`src/rtl/gt_inhibit_array.sv`:
```
// N-channel race-logic greater-than (inhibit) operator with shared gamma counter.
// Optional arrival timestamps on port ts when GT_TIMESTAMP_EN is defined.
module gt_inhibit_array #(
    parameter int N_CH              = 4,
    parameter int PULSE_WIDTH       = 8,
    parameter int GAMMA_CYCLE_WIDTH = 16,
    parameter bit SHARED_INHIBIT    = 1'b0
) (
    input  logic                              aclk,
    input  logic                              grst,
    input  logic                              set,
    input  logic [N_CH-1:0]                   a,
    input  logic [N_CH-1:0]                   b,
    output logic [N_CH-1:0]                   q,
    output logic [N_CH-1:0]                   fired,
    output logic [N_CH-1:0]                   inhibited,
    output logic                              gamma_expired
`ifdef GT_TIMESTAMP_EN
    ,
    output logic [N_CH*GAMMA_CYCLE_WIDTH-1:0] ts
`endif
);

    localparam int GW  = GAMMA_CYCLE_WIDTH;
    localparam int PCW = $clog2(PULSE_WIDTH + 1);
    localparam logic [PCW-1:0] PW_LAST = PCW'(PULSE_WIDTH);
    localparam logic [GW-1:0]  GMAX    = {GW{1'b1}};

    typedef enum logic [2:0] {
        ST_IDLE,
        ST_ARMED,
        ST_FIRING,
        ST_DONE,
        ST_INHIB
    } ch_state_t;

    logic [N_CH-1:0] a_d;
    logic [N_CH-1:0] b_d;
    logic [N_CH-1:0] a_rise;
    logic [N_CH-1:0] b_rise;
    logic [N_CH-1:0] b_hit;
    logic [GW-1:0]   gcnt;

    always_ff @(posedge aclk) begin
        if (grst) begin
            a_d <= '0;
            b_d <= '0;
        end else begin
            a_d <= a;
            b_d <= b;
        end
    end

    assign a_rise = a & ~a_d;
    assign b_rise = b & ~b_d;
    assign b_hit  = SHARED_INHIBIT ? {N_CH{b_rise[0]}} : b_rise;

    // Counter runs after reset too; channels stay IDLE until the first set.
    always_ff @(posedge aclk) begin
        if (grst) begin
            gcnt <= '0;
        end else if (set) begin
            gcnt <= '0;
        end else if (gcnt != GMAX) begin
            gcnt <= gcnt + 1'b1;
        end
    end

    assign gamma_expired = (gcnt == GMAX);

    for (genvar i = 0; i < N_CH; i++) begin : g_ch
        ch_state_t      st;
        logic           q_r;
        logic           fired_r;
        logic           inh_r;
        logic [PCW-1:0] pcnt;
`ifdef GT_TIMESTAMP_EN
        logic [GW-1:0]  ts_r;
`endif

        always_ff @(posedge aclk) begin
            if (grst) begin
                st      <= ST_IDLE;
                q_r     <= 1'b0;
                fired_r <= 1'b0;
                inh_r   <= 1'b0;
                pcnt    <= '0;
`ifdef GT_TIMESTAMP_EN
                ts_r    <= '0;
`endif
            end else if (set) begin
                st      <= ST_ARMED;
                q_r     <= 1'b0;
                fired_r <= 1'b0;
                inh_r   <= 1'b0;
                pcnt    <= '0;
`ifdef GT_TIMESTAMP_EN
                ts_r    <= '0;
`endif
            end else begin
                unique case (st)
                    ST_ARMED: begin
                        // Tie goes to the inhibitor.
                        if (b_hit[i]) begin
                            st    <= ST_INHIB;
                            inh_r <= 1'b1;
`ifdef GT_TIMESTAMP_EN
                            ts_r  <= GMAX;
`endif
                        end else if (a_rise[i]) begin
                            st      <= ST_FIRING;
                            q_r     <= 1'b1;
                            fired_r <= 1'b1;
                            pcnt    <= PCW'(1);
`ifdef GT_TIMESTAMP_EN
                            ts_r    <= gcnt;
`endif
                        end else if (gamma_expired) begin
                            st   <= ST_DONE;
`ifdef GT_TIMESTAMP_EN
                            ts_r <= GMAX;
`endif
                        end
                    end
                    ST_FIRING: begin
                        if (pcnt == PW_LAST) begin
                            st  <= ST_DONE;
                            q_r <= 1'b0;
                        end else begin
                            pcnt <= pcnt + 1'b1;
                        end
                    end
                    default: begin
                    end
                endcase
            end
        end

        assign q[i]         = q_r;
        assign fired[i]     = fired_r;
        assign inhibited[i] = inh_r;
`ifdef GT_TIMESTAMP_EN
        assign ts[i*GW +: GW] = ts_r;
`endif
    end

endmodule
```
`config.mk`:
```
export PLATFORM = sky130hd
export DESIGN_NAME = gt_inhibit_array
export DESIGN_NICKNAME = d
export VERILOG_FILES = /design/src/rtl/gt_inhibit_array.sv
export SDC_FILE = /design/constraint.sdc
export NUM_CORES = 1
export LEC_CHECK = 0
export CORE_AREA = 2 2 102 129
export CTS_BUF_LIST = sky130_fd_sc_hd__clkbuf_8 sky130_fd_sc_hd__clkbuf_16
export DETAILED_ROUTE_END_ITERATION = 8
export DIE_AREA = 0 0 104 131
export GPL_TIMING_DRIVEN = 0
export PLACE_DENSITY = 0.36
export SLEW_MARGIN = 0
export SYNTH_ARGS = -nofsm -noshare
export SYNTH_HDL_FRONTEND = slang
export SYNTH_SLANG_ARGS = --single-unit
```
`constraint.sdc`:
```
create_clock -name aclk -period 2.73 [get_ports aclk]
set_clock_uncertainty 0.1 [all_clocks]
set_input_delay 0.4095 -clock aclk [delete_from_list [all_inputs] [get_ports aclk]]
set_output_delay 0.4095 -clock aclk [all_outputs]
set_load 0.02 [all_outputs]
```
Word level (Yosys, flattened, before mapping)
Cells that the tools add are included.
{ "totals": {"latchBits": 0, "input_bits": 11, "out_inout_bits": 13, "rom_bits": 0, "reg_bits": 64, "ramBits": 0, "word_cells": 168, "memories": 0} }
{ "classes": {"n_addsub": 5, "shift": 0, "order_cmp": 0, "n_eq_ne": 42, "n_mux": 53, "n_reduce_logical": 33, "mul": 0, "n_div": 0, "bitwise": 8} }
{ "ops": {"columns": ["cell", "count"], "rows": [
  ["4-bit 2-to-1 mux", 12],
  ["3-bit 2-to-1 mux", 13],
  ["3-bit AND reduction", 12],
  ["2-bit inequality test, second input constant", 16],
  ["4-bit case mux with 2 select lines", 4],
  ["4-bit AND reduction", 8],
  ["3-bit case mux with 2 select lines", 4],
  ["5-bit inequality test, second input constant", 4],
  ["16-bit by 1-bit adder with 16-bit output, second input constant", 1],
  ["4-bit by 1-bit adder with 4-bit output, second input constant", 4],
  ["16-bit == test, second input constant", 1],
  ["4-bit == test, second input constant", 4],
  ["1-bit 2-to-1 mux", 16],
  ["16-bit inequality test, second input constant", 1],
  ["4-bit inequality test, second input constant", 4],
  ["3-bit by 1-bit == test with 1-bit output, second input constant", 4],
  ["3-bit by 2-bit == test with 1-bit output, second input constant", 4],
  ["3-bit inequality test, second input constant", 4],
  ["3-bit nonzero test", 4],
  ["4-bit bitwise AND", 2],
  ["4-bit inverter", 2],
  ["1-bit case mux with 2 select lines", 4],
  ["2-bit AND reduction", 4],
  ["2-bit nonzero test", 4],
  ["other kinds (2)", 5]
]} }

Logic depth before layout (Yosys ltp)
Gate-level depths: netlist of run 1.
{ "logic_depth": {"ltp_word": 6, "depth_mapped": 6, "ltp_nobuf": 6} }

Least setup slack after synthesis of run 1
Ideal clock, no wire load.
{ "synth_path": {"path_type": "reg2reg", "startpoint": "register gcnt[0]", "endpoint": "register g_ch[0].st[1]", "period_less_slack_ns": 1.722, "path_buffers": 0, "arrival_ns": 1.564, "slack_ns": 1.008, "setup_ns": 0.058, "required_time_ns": 2.572, "stages_incl_launch_ff": 6, "cell_sequence": "dfxtp_1 -> ha_1 -> and4_1 -> nand4_2 -> a2111oi_0 -> o21a_1"} }
{ "synth_between": {"elab_chain_len": 3} }
{ "synth_lines": {"columns": ["item", "line_no", "rtl"], "rows": [
  ["start, declared", "42", "logic [GW-1:0] gcnt;"],
  ["start signal, assigned", "65", "gcnt <= gcnt + 1'b1;"],
  ["16-bit == test", "69", "assign gamma_expired = (gcnt == GMAX);"],
  ["4-bit inequality test (no line)", null, null],
  ["3-bit AND reduction (no line)", null, null],
  ["end signal, assigned", "83", "st <= ST_IDLE;"],
  ["end signal, assigned", "92", "st <= ST_ARMED;"],
  ["end signal, assigned", "105", "st <= ST_INHIB;"],
  ["end, declared", "72", "ch_state_t st;"]
]} }
No other way between the ends.
A chain may end at the register's enable or synchronous reset.

Final worst setup path of run 1
{ "layout_path": {"startpoint": "register gcnt[0]", "endpoint": "output gamma_expired"} }
{ "layout_between": {"elab_chain_len": 1} }
{ "layout_lines": {"columns": ["item", "line_no", "rtl"], "rows": [
  ["16-bit == test", "69", null],
  ["end, declared", "17", "output logic gamma_expired"]
]} }
No other way between the ends.

==> results of run 1 <==
[metal layers]
| layer | up-vias | part of all wire [%] | track usage, % |
|---|---|---|---|
| met5 | - | 0 | 0 |
| met4 | 0 | 1.2 | 5.01 |
| met3 | 7 | 2.3 | 2.78 |
| met2 | 21 | 50 | 20.0 |
| met1 | 1191 | 46 | 13.1 |
| li1 | 1301 | - | - |
[layout make-up]
type,instances,area share [%]
Buffer,21,3.48
Clock buffer,10,6.27
Clock inverter,6,2.00
Inverter,19,1.87
Multi-Input combinational cell,238,41.2
Sequential cell,64,33.6
Tap cell,168,5.52
Timing Repair Buffer,23,6.01
[power by group]
part / switching (W) / total [W] / internal, W
clock: 0.000405 / 0.00122 / 0.000812
sequential: 0.0000163 / 0.000970 / 0.000953
combinational: 0.0000720 / 0.000131 / 0.0000594
[stage by stage]
step	setup WS [ns]	cells	TNS [ns]	area (µm²)	utilization [%]
2_1_floorplan	1.01	342	0	3040	-
3_3_place_gp	-0.0860	533	-0.800	3480	28.0
3_5_place_dp	-0.128	533	-1.18	3480	28.0
4_1_cts	0.143	549	0	3810	30.6
5_1_grt	0.0657	549	0	3810	30.6
6_report	0.181	549	0	3810	30.6
[kinds of logic (layout without fill, tap and decap cells)]
family          count (synthesis)  count (layout)  synth area share, %
compound gates                 80              80                 17.1
fa+ha+maj                       9               9                 3.70
mux                             2               2                0.658
simple gates                  142             142                 28.3
buf+inv                        40              79                 6.70
xor+xnor                        5               5                 1.44
flops                          64              64                 42.1
[worst reg2reg max path, cell delays in order, from the launching register on]
cell       delay [ns]
dfxtp_1          0.41
ha_1             0.26
and4_2           0.33
nand4_4          0.21
a2111oi_0        0.42
o21a_1           0.15
[how the worst max path moves through the flow]
stage	end	startpoint	cells past startpoint
after floorplan	g_ch[0].st[1]$_SDFFE_PP0P_	gcnt[0]$_SDFFE_PP0P_	5
after global placement	g_ch[0].fired_r$_SDFFE_PP0P_	set	6
after detailed placement	g_ch[3].q_r$_SDFFE_PP0P_	set	6
after CTS	gamma_expired	gcnt[0]$_SDFFE_PP0P_	5
after global routing	gamma_expired	gcnt[0]$_SDFFE_PP0P_	5
final	gamma_expired	gcnt[0]$_SDFFE_PP0P_	5
[placed cells by master (no fill, tap or decap), drive strengths merged, types with 2 or more instances in the layout]
cell type      synthesis  final
and4                   4      4
clkdlybuf4s50          0     22
nor4                   3      3
ha                     9      9
bufinv                 0      2
a32oi                  2      2
nand4                 10     10
clkbuf                 7     17
nand3b                 5      5
a21o                   2      2
o211ai                 3      3
a2111o                 2      2
mux2i                  2      2
nor3b                  5      5
a31oi                  7      7
nand2                 21     21
xnor2                  2      2
nand3                 16     16
or3                    9      9
or4                    4      4
a211oi                 4      4
and3                   4      4
nor3                   7      7
nor2                  24     24
o2111ai                2      2
o21ai                 14     14
a21oi                 28     28
nand2b                 9      9
nor2b                 14     14
inv                   19     22
a2111oi                2      2
dfxtp                 64     64
o21a                   6      6
buf                   14     14
xor2                   3      3
[flip-flops by register name (all words and copies together) (netlist names)]
signal        count
gcnt             16
g_ch.q_r          4
g_ch.pcnt        16
g_ch.inh_r        4
g_ch.fired_r      4
a_d               4
b_d               4
g_ch.st          12
==> run_results.csv, run 1 <==
group,metric,value,unit
final_layout,diodes,0,
min_path,hold_path_end,"g_ch[1].fired_r$_SDFFE_PP0P_",
final_layout,drive_gt1_share,11.0,%
floorplanning,die_area,0.0136,mm²
final_layout,nFillCells,1369,
global_routing,grt_pass1_vias,2445,
clocking,clk_latency,0.33,ns
drt,vias,2520,
setup_path,cp_max_fo,7,
setup_path,crit_arrival,2.04,ns
sta,max_slew_margin,56.2,%
place,place_congestion,0.759,
final_layout,nNetsFinal,396,
power,power.total,0.00232,W
setup_path,cp-start-kind,"flip-flop",
place,portBuffers,23,
synth,synth_top_area_share,42.1,%
setup_path,cp_top_family,"simple AND/OR/NAND/NOR gates",
sta,min_period,2.55,ns
sta,slew_viol_final,0,
min_path,hold_class,"flip-flop to flip-flop",
setup_path,endpoint_kind,"output port",
floorplanning,std_cell_rows,46,
synth,ys_seq_area_share,42.1,%
final_layout,area_delta_synth_final,25.1,%
setup_path,worstPathCellList,"ha_1 > and4_2 > nand4_4 > inv_2 > dlygate4sd2_1",
final_layout,multi_input_area,0.00157,mm²
power,power.density,609,mW/mm²
synth,synthArstFlopShare,0,%
drt,ant_nets,0,
sta,finalSetupViolations,0,
setup_path,reg2reg_slack,0.81,ns
setup_path,max_stage_delay,0.41,ns
clocking,holdBufCountCts,0,
sta,finalHoldViolCount,0,
global_routing,grt_first_pass_wirelength,12100,µm
synth,synth_nets,362,
setup_path,critPathRequiredTime,2.22,ns
synth,synth_common_cells,"dfxtp_1 (64), a21oi_1 (28), nor2_1 (24)",
min_path,hp-start,"g_ch[1].fired_r$_SDFFE_PP0P_",
setup_path,r2r_cells,5,
sta,tightestPinTransition,0.657,ns
floorplanning,pin_count,24,
setup_path,cpMaxStageDelayCell,"dfxtp_1",
clocking,clockBufferDepth,2,
synth,synth_area_leaders,"dfxtp_1 (42%), a21oi_1 (4.6%), ha_1 (3.7%), buf_4 (3.0%), nor2_1 (3.0%)",
floorplanning,core-area,0.0124,mm²
sta,holdWs,0.348,ns
drt,vias_per_cell,4.59,
setup_path,critPathKind,"flip-flop to output port",
synth,synth_top_area_cell,"dfxtp_1",
floorplanning,chipHeight,131,µm
floorplanning,dieWidth,104,µm
synth,ys_ff_latch,64,
setup_path,r2r-end,"g_ch[2].st[1]$_SDFFE_PP0P_",
global_routing,grt_overflow_total,0,
clocking,cts_tree,"built",
sta,rsz0062_at_grt,"no",
setup_path,r2r_start,"gcnt[0]$_SDFFE_PP0P_",
clocking,cts.sinks,64,
clocking,clkTransAtPathRegs,0.05,ns
min_path,hold_depth,2,
setup_path,path_buf_inv,2,
run_status,outcome,"completed",
job,cap_violations,0,
synth,syn-cell-area,0.00304,mm²
clocking,htreeDepth,3,
final_layout,regArea,0.00128,mm²
synth,netlist_instances,342,
clocking,root_buffer,"clkbuf_16",
drt,drt-total-wl,7160,µm
sta,fmax,0.392,GHz
synth,yosysUniqueCellTypes,63,
synth,synth_most_common_cell,"dfxtp_1",
power,p_leak,1.37,nW
synth,synth_edf_count,0,
global_routing,grt_use_total,11.3,%
floorplanning,initial_core_util,24.5,%
clocking,post_cts_resized,3,
synth,synth.avg_cell_area,8.90,µm²
place,dp_hpwl,5190,µm
drt,drtIter0Drc,81,
drt,drt_first_pass_iters,4,
clocking,numCtsBuffers,9,
synth,synthFlopType,"dfxtp_1",
global_routing,grt_antenna_before_repair,0,
sta,fin_crit_sh,93.4,%
synth,synth_warnings,0,
drt,drt-wirelength-per-cell,13.0,µm
clocking,cts_setup_buffers,0,
global_routing,grt_max_degree,11,
power,vdd_drop_max,0.208,mV
drt,drc_errors,0,
(Power assumes the default switching activity.)
==> inputs of run 2 (changes only) <==
- CAP_MARGIN: not set -> 20
- SKIP_CTS_REPAIR_TIMING: not set -> 1
==> run 2 against run 1 <==
Effect of this change: sequential share of layout area about the same; critical path depth unchanged; sequential power hardly changed; combinational power barely moved; final cell count unchanged; hold slack stayed put; clock power about the same; via count grew 0.12%; utilization is essentially flat; critical endpoint unchanged.
==> run_results.csv, run 2 (same netlist as run 1, synthesis figures left out) <==
group,metric,value,unit
run_status,outcome,"completed",
final_layout,final_common_cell,"dfxtp_1",
clocking,cts.sinks,64,
drt,vias,2523,
drt,drt_first_pass_iters,4,
floorplanning,die_area,0.0136,mm²
sta,holdWs,0.348,ns
setup_path,endpoint_kind,"output port",
power,vdd_drop_max,0.208,mV
floorplanning,initial_core_util,24.5,%
sta,finalSetupViolations,0,
drt,ant_nets,0,
sta,finalHoldViolCount,0,
sta,fmax,0.410,GHz
final_layout,layout_common_cells,"dfxtp_1 (64), a21oi_1 (28), nor2_1 (24)",
setup_path,critPathRequiredTime,2.22,ns
clocking,clockBufferDepth,2,
drt,drt-total-wl,7180,µm
place,portBuffers,23,
final_layout,final_cells,549,
setup_path,reg2reg_slack,0.81,ns
place,dp.cells,533,
sta,fin_crit_sh,89.3,%
floorplanning,core-area,0.0124,mm²
clocking,clk_latency,0.33,ns
floorplanning,std_cell_rows,46,
sta,max_slew_margin,56.2,%
floorplanning,dieWidth,104,µm
clocking,htreeDepth,3,
sta,slew_viol_final,0,
power,power.density,608,mW/mm²
drt,wl_met2,3610,µm
sta,setup_tns,0,ns
setup_path,crit_arrival,1.93,ns
drt,m1WireLength,3330,µm
global_routing,grt_first_pass_wirelength,12100,µm
clocking,clkTransAtPathRegs,0.05,ns
final_layout,drive_gt1_share,11.0,%
final_layout,nFillCells,1369,
global_routing,grt_max_degree,11,
drt,drt-wirelength-per-cell,13.1,µm
sta,min_period,2.44,ns
sta,tightestPinTransition,0.657,ns
sta,rsz0062_at_grt,"no",
drt,drtIter0Drc,84,
clocking,cts_tree,"built",
floorplanning,pin_count,24,
job,cap_violations,0,
setup_path,critPathKind,"flip-flop to output port",
place,place_congestion,0.759,
drt,vias_per_cell,4.60,
min_path,hold_class,"flip-flop to flip-flop",
clocking,root_buffer,"clkbuf_16",
floorplanning,chipHeight,131,µm
global_routing,grt_pass1_vias,2448,
final_layout,area_delta_synth_final,25.2,%
global_routing,grt_use_total,11.3,%
global_routing,grt_antenna_before_repair,0,
power,p_leak,1.38,nW
drt,met3_length,161,µm
place,dp_hpwl,5190,µm
place,post-place-ws,-0.128,ns
setup_path,cp_max_fo,7,
final_layout,reg_top3,"g_ch.pcnt (16), gcnt (16), g_ch.st (12)",
setup_path,cp-start-kind,"flip-flop",
drt,top_layer,"met4",
drt,drc_errors,0,
sta,setup_ws,0.291,ns
global_routing,grt_overflow_total,0,
final_layout,nNetsFinal,396,
clocking,numCtsBuffers,9,
final_layout,diodes,0,
-- run 2: cell count changes in the layout (fill, tap and decap cells not counted), sizes merged --
cell	before	now
dlymetal6s2s	0	1
dlygate4sd2	1	0
-- run 2: worst max-delay path, stage by stage (launching register included) --
cell and delay, ns:
dfxtp_1 0.41, ha_1 0.25, and4_2 0.33, nand4_4 0.21
inv_2 0.16, dlymetal6s2s_1 0.24
-- run 2: path summary, 6_finish.rpt --
check / start / end / depth (start not counted)
worst min register to register: g_ch[1].fired_r$_SDFFE_PP0P_ / g_ch[1].fired_r$_SDFFE_PP0P_ / 2
worst min-delay path: g_ch[1].fired_r$_SDFFE_PP0P_ / g_ch[1].fired_r$_SDFFE_PP0P_ / 2
worst max-delay path: gcnt[0]$_SDFFE_PP0P_ / gamma_expired / 5
worst max register to register: gcnt[0]$_SDFFE_PP0P_ / g_ch[2].st[1]$_SDFFE_PP0P_ / 5
-- run 2: stage by stage --
stage | cell area [µm²] | utilization, % | power, W
2_1_floorplan | 3040 | - | 0.00107
3_3_place_gp | 3480 | 28.0 | 0.00112
3_5_place_dp | 3480 | 28.0 | 0.00112
4_1_cts | 3800 | 30.6 | 0.00236
5_1_grt | 3810 | 30.7 | 0.00242
6_report | 3810 | 30.7 | 0.00232
-- run 2: final cells by class --
cell class	instances	area (µm²)	area share (%)
plain buffers	21	133	3.48
clock buffers	10	239	6.27
clock inverters	6	76.3	2.00
inverters	19	71.3	1.87
multi-input cells	238	1570	41.2
flip-flops and latches	64	1280	33.6
well taps	168	210	5.51
repair buffers	23	233	6.10
-- run 2: layer usage --
layer	vias up	GRT usage, %
met4	0	5.01
met3	7	2.78
met1	1194	13.0
met5	-	0
met2	21	20.1
li1	1301	-
-- run 2: report_power, final --
| group | switching, W | internal [W] | total (W) |
|---|---|---|---|
| clock network | 0.000405 | 0.000812 | 0.00122 |
| registers | 0.0000163 | 0.000953 | 0.000970 |
| logic | 0.0000721 | 0.0000594 | 0.000132 |
